**src/rtl/uart_rx_cfg.sv**
```systemverilog
// ---------------------------------------------------------------------------
// uart_rx_cfg -- configurable UART receiver
//
// Receives asynchronous serial frames of DATA_BITS data bits (LSB first),
// optional even/odd parity and one or two stop bits. Every bit is decided by
// a 3-sample majority vote around the bit centre. One rx_done pulse is
// produced per character, together with parity/framing/break status.
//
// Parameters:
//   FREQUENCY    clock frequency in Hz
//   BAUD_RATE    line rate in baud
//   DATA_BITS    data bits per frame, 5..9
//   PARITY       0 = none, 1 = even, 2 = odd
//   STOP_BITS    1 or 2
//   CLKS_PER_BIT clocks per bit, >= 8 (derived from FREQUENCY/BAUD_RATE)
//
// Ports:
//   clk         rising-edge clock
//   reset       synchronous, active-high reset
//   rx_serial   asynchronous serial input, idle high
//   rx_done     one-cycle pulse, character complete, outputs below valid
//   rx_byte     received data
//   parity_err  parity check failed (never set on a break)
//   frame_err   at least one stop bit sampled low
//   break_det   framing error with all data (and parity) bits low
//   busy        receiver is inside a frame
// ---------------------------------------------------------------------------
module uart_rx_cfg #(
  parameter int FREQUENCY    = 50_000_000,
  parameter int BAUD_RATE    = 115200,
  parameter int DATA_BITS    = 8,
  parameter int PARITY       = 0,
  parameter int STOP_BITS    = 1,
  parameter int CLKS_PER_BIT = FREQUENCY / BAUD_RATE
) (
  input  logic                 clk,
  input  logic                 reset,
  input  logic                 rx_serial,
  output logic                 rx_done,
  output logic [DATA_BITS-1:0] rx_byte,
  output logic                 parity_err,
  output logic                 frame_err,
  output logic                 break_det,
  output logic                 busy
);

  // Elaboration-time parameter checks.
  if (CLKS_PER_BIT < 8) begin : g_chk_cpb
    $error("uart_rx_cfg: CLKS_PER_BIT must be >= 8");
  end
  if (DATA_BITS < 5 || DATA_BITS > 9) begin : g_chk_db
    $error("uart_rx_cfg: DATA_BITS must be 5..9");
  end
  if (PARITY < 0 || PARITY > 2) begin : g_chk_par
    $error("uart_rx_cfg: PARITY must be 0, 1 or 2");
  end
  if (STOP_BITS != 1 && STOP_BITS != 2) begin : g_chk_sb
    $error("uart_rx_cfg: STOP_BITS must be 1 or 2");
  end

  localparam int CW = $clog2(CLKS_PER_BIT);
  localparam int IW = $clog2(DATA_BITS);
  localparam int H  = CLKS_PER_BIT / 2;

  localparam logic [CW-1:0] CNT_SAMP0 = CW'(H - 1);
  localparam logic [CW-1:0] CNT_SAMP1 = CW'(H);
  localparam logic [CW-1:0] CNT_EVAL  = CW'(H + 1);
  localparam logic [CW-1:0] CNT_LAST  = CW'(CLKS_PER_BIT - 1);
  localparam logic [IW-1:0] IDX_LAST_DATA = IW'(DATA_BITS - 1);
  localparam logic [IW-1:0] IDX_LAST_STOP = IW'(STOP_BITS - 1);
  localparam logic          ODD_PARITY    = (PARITY == 2);

  typedef enum logic [2:0] {
    ST_IDLE,
    ST_START,
    ST_DATA,
    ST_PARITY,
    ST_STOP
  } state_t;

  state_t                 state_q, state_d;
  logic                   s1_q, s1_d;
  logic                   s2_q, s2_d;
  logic                   s_prev_q, s_prev_d;
  logic [1:0]             vld_q, vld_d;      // s2 carries a real line sample
  logic                   armed_q, armed_d;  // line has been seen high
  logic [CW-1:0]          cnt_q, cnt_d;
  logic [IW-1:0]          idx_q, idx_d;
  logic [1:0]             samp_q, samp_d;    // samples at H-1 and H
  logic [DATA_BITS-1:0]   shift_q, shift_d;
  logic                   par_q, par_d;
  logic                   stop_err_q, stop_err_d;
  logic                   rx_done_q, rx_done_d;
  logic [DATA_BITS-1:0]   rx_byte_q, rx_byte_d;
  logic                   parity_err_q, parity_err_d;
  logic                   frame_err_q, frame_err_d;
  logic                   break_q, break_d;

  logic maj;
  logic at_eval;
  logic cnt_end;
  logic fe_now;
  logic brk_now;

  // Third sample is the live s2 at counter H+1, so the vote is ready on the
  // same cycle as the last sample.
  assign maj     = (samp_q[0] & samp_q[1]) | (samp_q[0] & s2_q) | (samp_q[1] & s2_q);
  assign at_eval = (cnt_q == CNT_EVAL);
  assign cnt_end = (cnt_q == CNT_LAST);

  // NOTE: every variable gets its default first, so no path leaves one
  // unassigned and no latch is inferred.
  always_comb begin
    state_d      = state_q;
    cnt_d        = cnt_q;
    idx_d        = idx_q;
    samp_d       = samp_q;
    shift_d      = shift_q;
    par_d        = par_q;
    stop_err_d   = stop_err_q;
    rx_done_d    = 1'b0;
    rx_byte_d    = rx_byte_q;
    parity_err_d = parity_err_q;
    frame_err_d  = frame_err_q;
    break_d      = break_q;
    fe_now       = stop_err_q | ~maj;
    brk_now      = fe_now && (shift_q == '0) && ((PARITY == 0) || !par_q);

    s1_d     = rx_serial;
    s2_d     = s1_q;
    s_prev_d = s2_q;
    vld_d    = {vld_q[0], 1'b1};
    armed_d  = armed_q | (vld_q[1] & s2_q);

    if (state_q != ST_IDLE) begin
      cnt_d = cnt_end ? '0 : cnt_q + CW'(1);
      if (cnt_q == CNT_SAMP0) samp_d[0] = s2_q;
      if (cnt_q == CNT_SAMP1) samp_d[1] = s2_q;
    end

    case (state_q)
      ST_IDLE: begin
        // A low line right after reset or a break never counts as a start.
        if (armed_q && s_prev_q && !s2_q) begin
          state_d    = ST_START;
          cnt_d      = '0;
          stop_err_d = 1'b0;
        end
      end

      ST_START: begin
        if (at_eval && maj) begin
          state_d = ST_IDLE;  // glitch: start bit did not hold
          cnt_d   = '0;
        end else if (cnt_end) begin
          state_d = ST_DATA;
          idx_d   = '0;
        end
      end

      ST_DATA: begin
        if (at_eval) shift_d[idx_q] = maj;
        if (cnt_end) begin
          if (idx_q == IDX_LAST_DATA) begin
            idx_d   = '0;
            state_d = (PARITY != 0) ? ST_PARITY : ST_STOP;
          end else begin
            idx_d = idx_q + IW'(1);
          end
        end
      end

      ST_PARITY: begin
        if (at_eval) par_d = maj;
        if (cnt_end) begin
          state_d = ST_STOP;
          idx_d   = '0;
        end
      end

      ST_STOP: begin
        if (at_eval) begin
          stop_err_d = fe_now;
          if (idx_q == IDX_LAST_STOP) begin
            // Finish at the centre of the last stop bit so a slightly fast
            // transmitter's next start edge is not missed.
            state_d      = ST_IDLE;
            cnt_d        = '0;
            idx_d        = '0;
            rx_done_d    = 1'b1;
            rx_byte_d    = shift_q;
            frame_err_d  = fe_now;
            break_d      = brk_now;
            parity_err_d = (PARITY != 0) && !brk_now &&
                           ((^shift_q ^ par_q) != ODD_PARITY);
          end
        end else if (cnt_end) begin
          idx_d = idx_q + IW'(1);
        end
      end

      default: begin
        state_d = ST_IDLE;
        cnt_d   = '0;
        idx_d   = '0;
      end
    endcase
  end

  // NOTE: state registers use non-blocking assignments so every flop
  // samples the pre-edge value of every other flop.
  always_ff @(posedge clk) begin
    if (reset) begin
      state_q      <= ST_IDLE;
      s1_q         <= 1'b1;
      s2_q         <= 1'b1;
      s_prev_q     <= 1'b1;
      vld_q        <= '0;
      armed_q      <= 1'b0;
      cnt_q        <= '0;
      idx_q        <= '0;
      samp_q       <= '0;
      shift_q      <= '0;
      par_q        <= 1'b0;
      stop_err_q   <= 1'b0;
      rx_done_q    <= 1'b0;
      rx_byte_q    <= '0;
      parity_err_q <= 1'b0;
      frame_err_q  <= 1'b0;
      break_q      <= 1'b0;
    end else begin
      state_q      <= state_d;
      s1_q         <= s1_d;
      s2_q         <= s2_d;
      s_prev_q     <= s_prev_d;
      vld_q        <= vld_d;
      armed_q      <= armed_d;
      cnt_q        <= cnt_d;
      idx_q        <= idx_d;
      samp_q       <= samp_d;
      shift_q      <= shift_d;
      par_q        <= par_d;
      stop_err_q   <= stop_err_d;
      rx_done_q    <= rx_done_d;
      rx_byte_q    <= rx_byte_d;
      parity_err_q <= parity_err_d;
      frame_err_q  <= frame_err_d;
      break_q      <= break_d;
    end
  end

  assign rx_done    = rx_done_q;
  assign rx_byte    = rx_byte_q;
  assign parity_err = parity_err_q;
  assign frame_err  = frame_err_q;
  assign break_det  = break_q;
  assign busy       = (state_q != ST_IDLE);

endmodule

```
**config.mk**
```make
export PLATFORM = sky130hd
export DESIGN_NAME = uart_rx_cfg
export DESIGN_NICKNAME = d
export VERILOG_FILES = /design/src/rtl/uart_rx_cfg.sv
export SDC_FILE = /design/constraint.sdc
export NUM_CORES = 1
export LEC_CHECK = 0
export ABC_AREA = 1
export CAP_MARGIN = 5
export CELL_PAD_IN_SITES_DETAIL_PLACEMENT = 1
export CELL_PAD_IN_SITES_GLOBAL_PLACEMENT = 1
export CORE_MARGIN = 5
export CORE_UTILIZATION = 40
export DETAILED_ROUTE_END_ITERATION = 7
export GPL_TIMING_DRIVEN = 0
export HOLD_SLACK_MARGIN = 0.05
export PLACE_DENSITY = 0.88
export SYNTH_ARGS = -nofsm -noshare
export SYNTH_HDL_FRONTEND = slang
export SYNTH_SLANG_ARGS = --single-unit
export TNS_END_PERCENT = 10
```
**constraint.sdc**
```tcl
create_clock -name clk -period 3.8 [get_ports clk]
set_clock_uncertainty 0.15 [all_clocks]
set_input_delay 0.76 -clock clk [delete_from_list [all_inputs] [get_ports clk]]
set_output_delay 0.76 -clock clk [all_outputs]
set_load 0.1 [all_outputs]
```
======== Word-level counts from Yosys, hierarchy flattened ========
Cells that the tools add are included.
cells by class
  multiplexer cells ....................... 31
  equality and inequality tests ........... 19
  add/subtract/negate cells ............... 2
  order comparisons ....................... 2
  bitwise gates (word level) .............. 12
  reduce and logical (&&, ||, !) cells .... 20
operators by type and width
  operator                                                                      count
  9-bit 2-to-1 mux                                                              6
  3-bit 2-to-1 mux                                                              14
  9-bit one-hot mux with 4 select lines                                         1
  3-bit one-hot mux with 5 select lines                                         2
  9-bit by 8-bit equality test with 1-bit output, second input constant         3
  2-bit != test, second input constant                                          7
  9-bit by 1-bit adder with 9-bit output, second input constant                 1
  9-bit equality test, second input constant                                    1
  3-bit != test, second input constant                                          3
  8-bit bitwise mux                                                             1
  8-bit logical NOT                                                             1
  7-bit AND reduction                                                           1
  3-bit by 2-bit equality test with 1-bit output, second input constant         2
  3-bit equality test, second input constant                                    2
  3-bit logical NOT                                                             2
  2-bit AND reduction                                                           3
  3-bit AND reduction                                                           2
  1-bit logical AND                                                             5
  1-bit 2-to-1 mux                                                              5
  5-bit AND reduction                                                           1
  1-bit AND                                                                     4
  3-bit by 4-bit less-than comparator with 1-bit output, second input constant  1
  1-bit inverter                                                                4
  1-bit bitwise OR                                                              4
  10 further kinds                                                              10
word-level totals
  word-level logic and storage cells ...... 103
  output and inout port bits .............. 13
  register bits after elaboration ......... 43

======== Depth between registers and ports, before layout ========
  word-level depth ........................ 7
  gate-level depth with buffers ........... 12
  gate-level depth less buffers ........... 12

======== Worst setup path before layout ========
OpenSTA, ideal clock, no wires.
  path kind ............................... flip-flop to output port
  start point ............................. register state_q[2]
  end point ............................... output port busy
  required time ........................... 2.890 ns
  setup slack ............................. 1.832 ns
  data arrival time ....................... 1.058 ns
  cell stages (with the launch flop) ...... 5
  cell sequence ........................... dfxtp_1 > buf_2 > inv_1 > nand2_1 > buf_2
on the way
  cells in the longest elaborated chain, start to end .. 1
RTL lines
  what                      line  source
  start: declaration        81    state_t state_q, state_d;
  start signal: assignment  232   state_q <= state_d;
  3-bit nonzero test        257   assign busy = (state_q != ST_IDLE);
  end: declaration          44    output logic busy
No other way between the ends.

======== Final worst setup path ========
Same ends and word-level chain as after synthesis.

==> run_results.csv <==
group,metric,value,unit
outcome,status,"finished, final reports clean",
sta,setup_tns,0,ps
clock_network,cts_setup_buffers,0,
finish,layout.nets,324,
logic_synthesis,netlist_area,2080,um2
sta,fmax,306,MHz
sta,maxSlewHeadroom,34.9,%
logic_synthesis,synth_edf_count,0,
logic_synthesis,syn_nets,304,
floorplanning,core_region_area,5070,um2
detailed_routing,post_drt_wl_per_cell,13.3,um
finish,diodes,0,
clock_network,cts_sinks,43,
detailed_routing,postRouteAntennaNets,0,
finish,nFillCells,684,
placed_design,globalplace.congestion,0.831,
clock_network,clk_latency,290,ps
clock_network,tritoncts,"done",
logic_synthesis,ys_types,28,
detailed_routing,finalWirelength,5120,um
detailed_routing,num_vias,1927,
sta,rsz0062_at_grt,"no",
critical_path,path_max_fanout,10,
finish,layout-drive-gt1-share,8.25,%
clock_network,hold_buffers,0,
pwr,irDropWorstVdd,0.254,mV
hold_path,hp-class,"register to register",
clock_network,clkTransAtPathRegs,80,ps
critical_path,crit_path_end_kind,"output port",
sta,setup_viol,0,
detailed_routing,drt_iter0_markers,89,
floorplanning,start_util,41.1,%
finish,fin_util,47.0,%
critical_path,critPathMaxStageDelay,1170,ps
global_route,grt-ovfl-total,0,
floorplanning,die_x,82.2,um
clock_network,htree_levels,2,
placed_design,portBuffers,13,
critical_path,cp.arrival,2360,ps
global_route,grt_start_max_net_pins,14,
logic_synthesis,synth-seq-cells,43,
global_route,grt_use_total,17.0,%
detailed_routing,post-route-drc-count,0,
sta,period_minus_slack,3270,ps
sta,post-route-period-util,86.0,%
floorplanning,die_h,82.2,um
global_route,grt_pass1_wl,8920,um
critical_path,crit_path_cell_trace,"buf_2 -> inv_1 -> nand2_1 -> buf_2 -> clkdlybuf4s50_1",
placed_design,hpwl,3920,um
sta,tightest_slew,974,ps
critical_path,crit_type,"register to output port",
floorplanning,die_area,6750,um2
global_route,grt_pass1_vias,2008,
logic_synthesis,yosys.area.top_type,"dfxtp_1",
critical_path,cp_slowest_cell,"clkdlybuf4s50_1",
critical_path,regToRegSetupSlack,1890,ps
logic_synthesis,synthFlopType,"dfxtp_1",
floorplanning,rows,26,
flow_run,max-cap-violations,0,
logic_synthesis,yosysSeqAreaShare,41.3,%
finish,area_growth,14.5,%
clock_network,post_cts_resized,0,
logic_synthesis,postSynthAreaPerCell,7.09,um2
global_route,grt_antenna_before_repair,0,
logic_synthesis,synth_top_area_share,41.3,%
finish,layout_commonest_cell,"nand2_1",
floorplanning,io_pins,16,
pwr,power_density,479,nW/um2
logic_synthesis,synthCells,294,
placed_design,post_dp_cell_area,2300,um2
detailed_routing,first_pass_iters,4,
clock_network,cts_made_buffers,5,
clock_network,root_buffer,"clkbuf_8",
logic_synthesis,synth_area_leaders,"dfxtp_1 (41%), nand2_1 (11%), nor2_1 (7.7%)",
sta,slew_violations,0,
detailed_routing,viasPerCell,5.01,
sta,finalHoldViolCount,0,
logic_synthesis,yosys_warnings,0,
critical_path,crit_path_start_kind,"register",
finish,final_cell_mix,"nand2_1 (59), nor2_1 (43), dfxtp_1 (43)",
pwr,leakage,0.00101,uW
critical_path,path_common_cell,"buf_2",
critical_path,crit_required,2890,ps
clock_network,clk_path_buf_depth,2,
logic_synthesis,ys_async_sr_fraction,0,%
finish,design_area,2390,um2
-- stage by stage --
stage	total power (uW)	hold WS, ps	cells	setup WS [ps]
finish	1140	278	385	533
global route	1230	294	385	409
CTS	1160	280	385	510
detailed placement	870	253	377	851
global placement	854	242	377	851
floorplan	784	238	294	1830
-- flip-flops by register name, indices dropped and copies added, names as in the netlist --
name        count
cnt_q           9
rx_byte         8
shift_q         8
idx_q           3
state_q         3
samp_q          2
vld_q           2
armed_q         1
break_det       1
frame_err       1
rx_done         1
s1_q            1
s2_q            1
s_prev_q        1
stop_err_q      1
-- cell type report --
cell class / instances / area [um2] / area share (%)
Buffer: 8 / 45.0 / 1.89
Timing Repair Buffer: 13 / 130 / 5.45
Clock inverter: 2 / 12.5 / 0.524
Clock buffer: 6 / 72.6 / 3.04
Multi-Input combinational cell: 204 / 1030 / 43.2
Tap cell: 70 / 87.6 / 3.67
Inverter: 39 / 146 / 6.14
Sequential cell: 43 / 861 / 36.1
-- cell families (layout without fill, tap and decap cells) --
family          count (synthesis)  after routing  share of synthesized area, %
compound gates                 47             47                          11.5
xor+xnor                        5              5                          2.10
fa+ha+maj                       7              7                          4.20
buf+inv                        47             68                          9.19
flops                          43             43                          41.3
other cells                     1              1                         0.180
simple gates                  144            144                          31.5
-- layer usage --
layer | GRT usage (%) | up-vias | share of wire (%)
li1 | - | 973 | -
met1 | 20.9 | 933 | 49
met2 | 30.0 | 16 | 48
met3 | 3.90 | 5 | 2.3
met4 | 4.49 | 0 | 0.98
met5 | 0 | - | 0
-- critical path, delay by kind of cell, from the launching register on --
family / cells / cell delay (ps)
AND/OR/NAND/NOR: 1 / 100
buffers and inverters: 4 / 1660
flip-flops: 1 / 310
-- final timing paths --
path                      startpoint                     to  cells past startpoint
max          state_q[2]$_SDFFE_PP0P_                   busy                      5
min                  s1_q$_SDFF_PP1_        s2_q$_SDFF_PP1_                      1
max reg2reg      cnt_q[1]$_SDFF_PP0_  idx_q[2]$_SDFFE_PP0P_                     11
min reg2reg          s1_q$_SDFF_PP1_        s2_q$_SDFF_PP1_                      1
-- cell usage after synthesis, types with 3 or more instances --
master and number:
a21oi_1 21, buf_2 3, clkbuf_1 3, dfxtp_1 43, ha_1 7, inv_1 38
nand2_1 59, nand2_2 3, nand3_1 8, nand4_1 7, nor2_1 43, nor3_1 11
o21ai_0 25, xor2_1 5
-- where the power goes --
group / internal (uW) / switching (uW) / total [uW] / leakage [uW]
registers: 485 / 38.5 / 524 / 0.000349
clock network: 129 / 158 / 286 / 0.0000412
logic: 95.9 / 238 / 334 / 0.000617
total: 710 / 434 / 1140 / 0.00101
(Power assumes the default switching activity.)
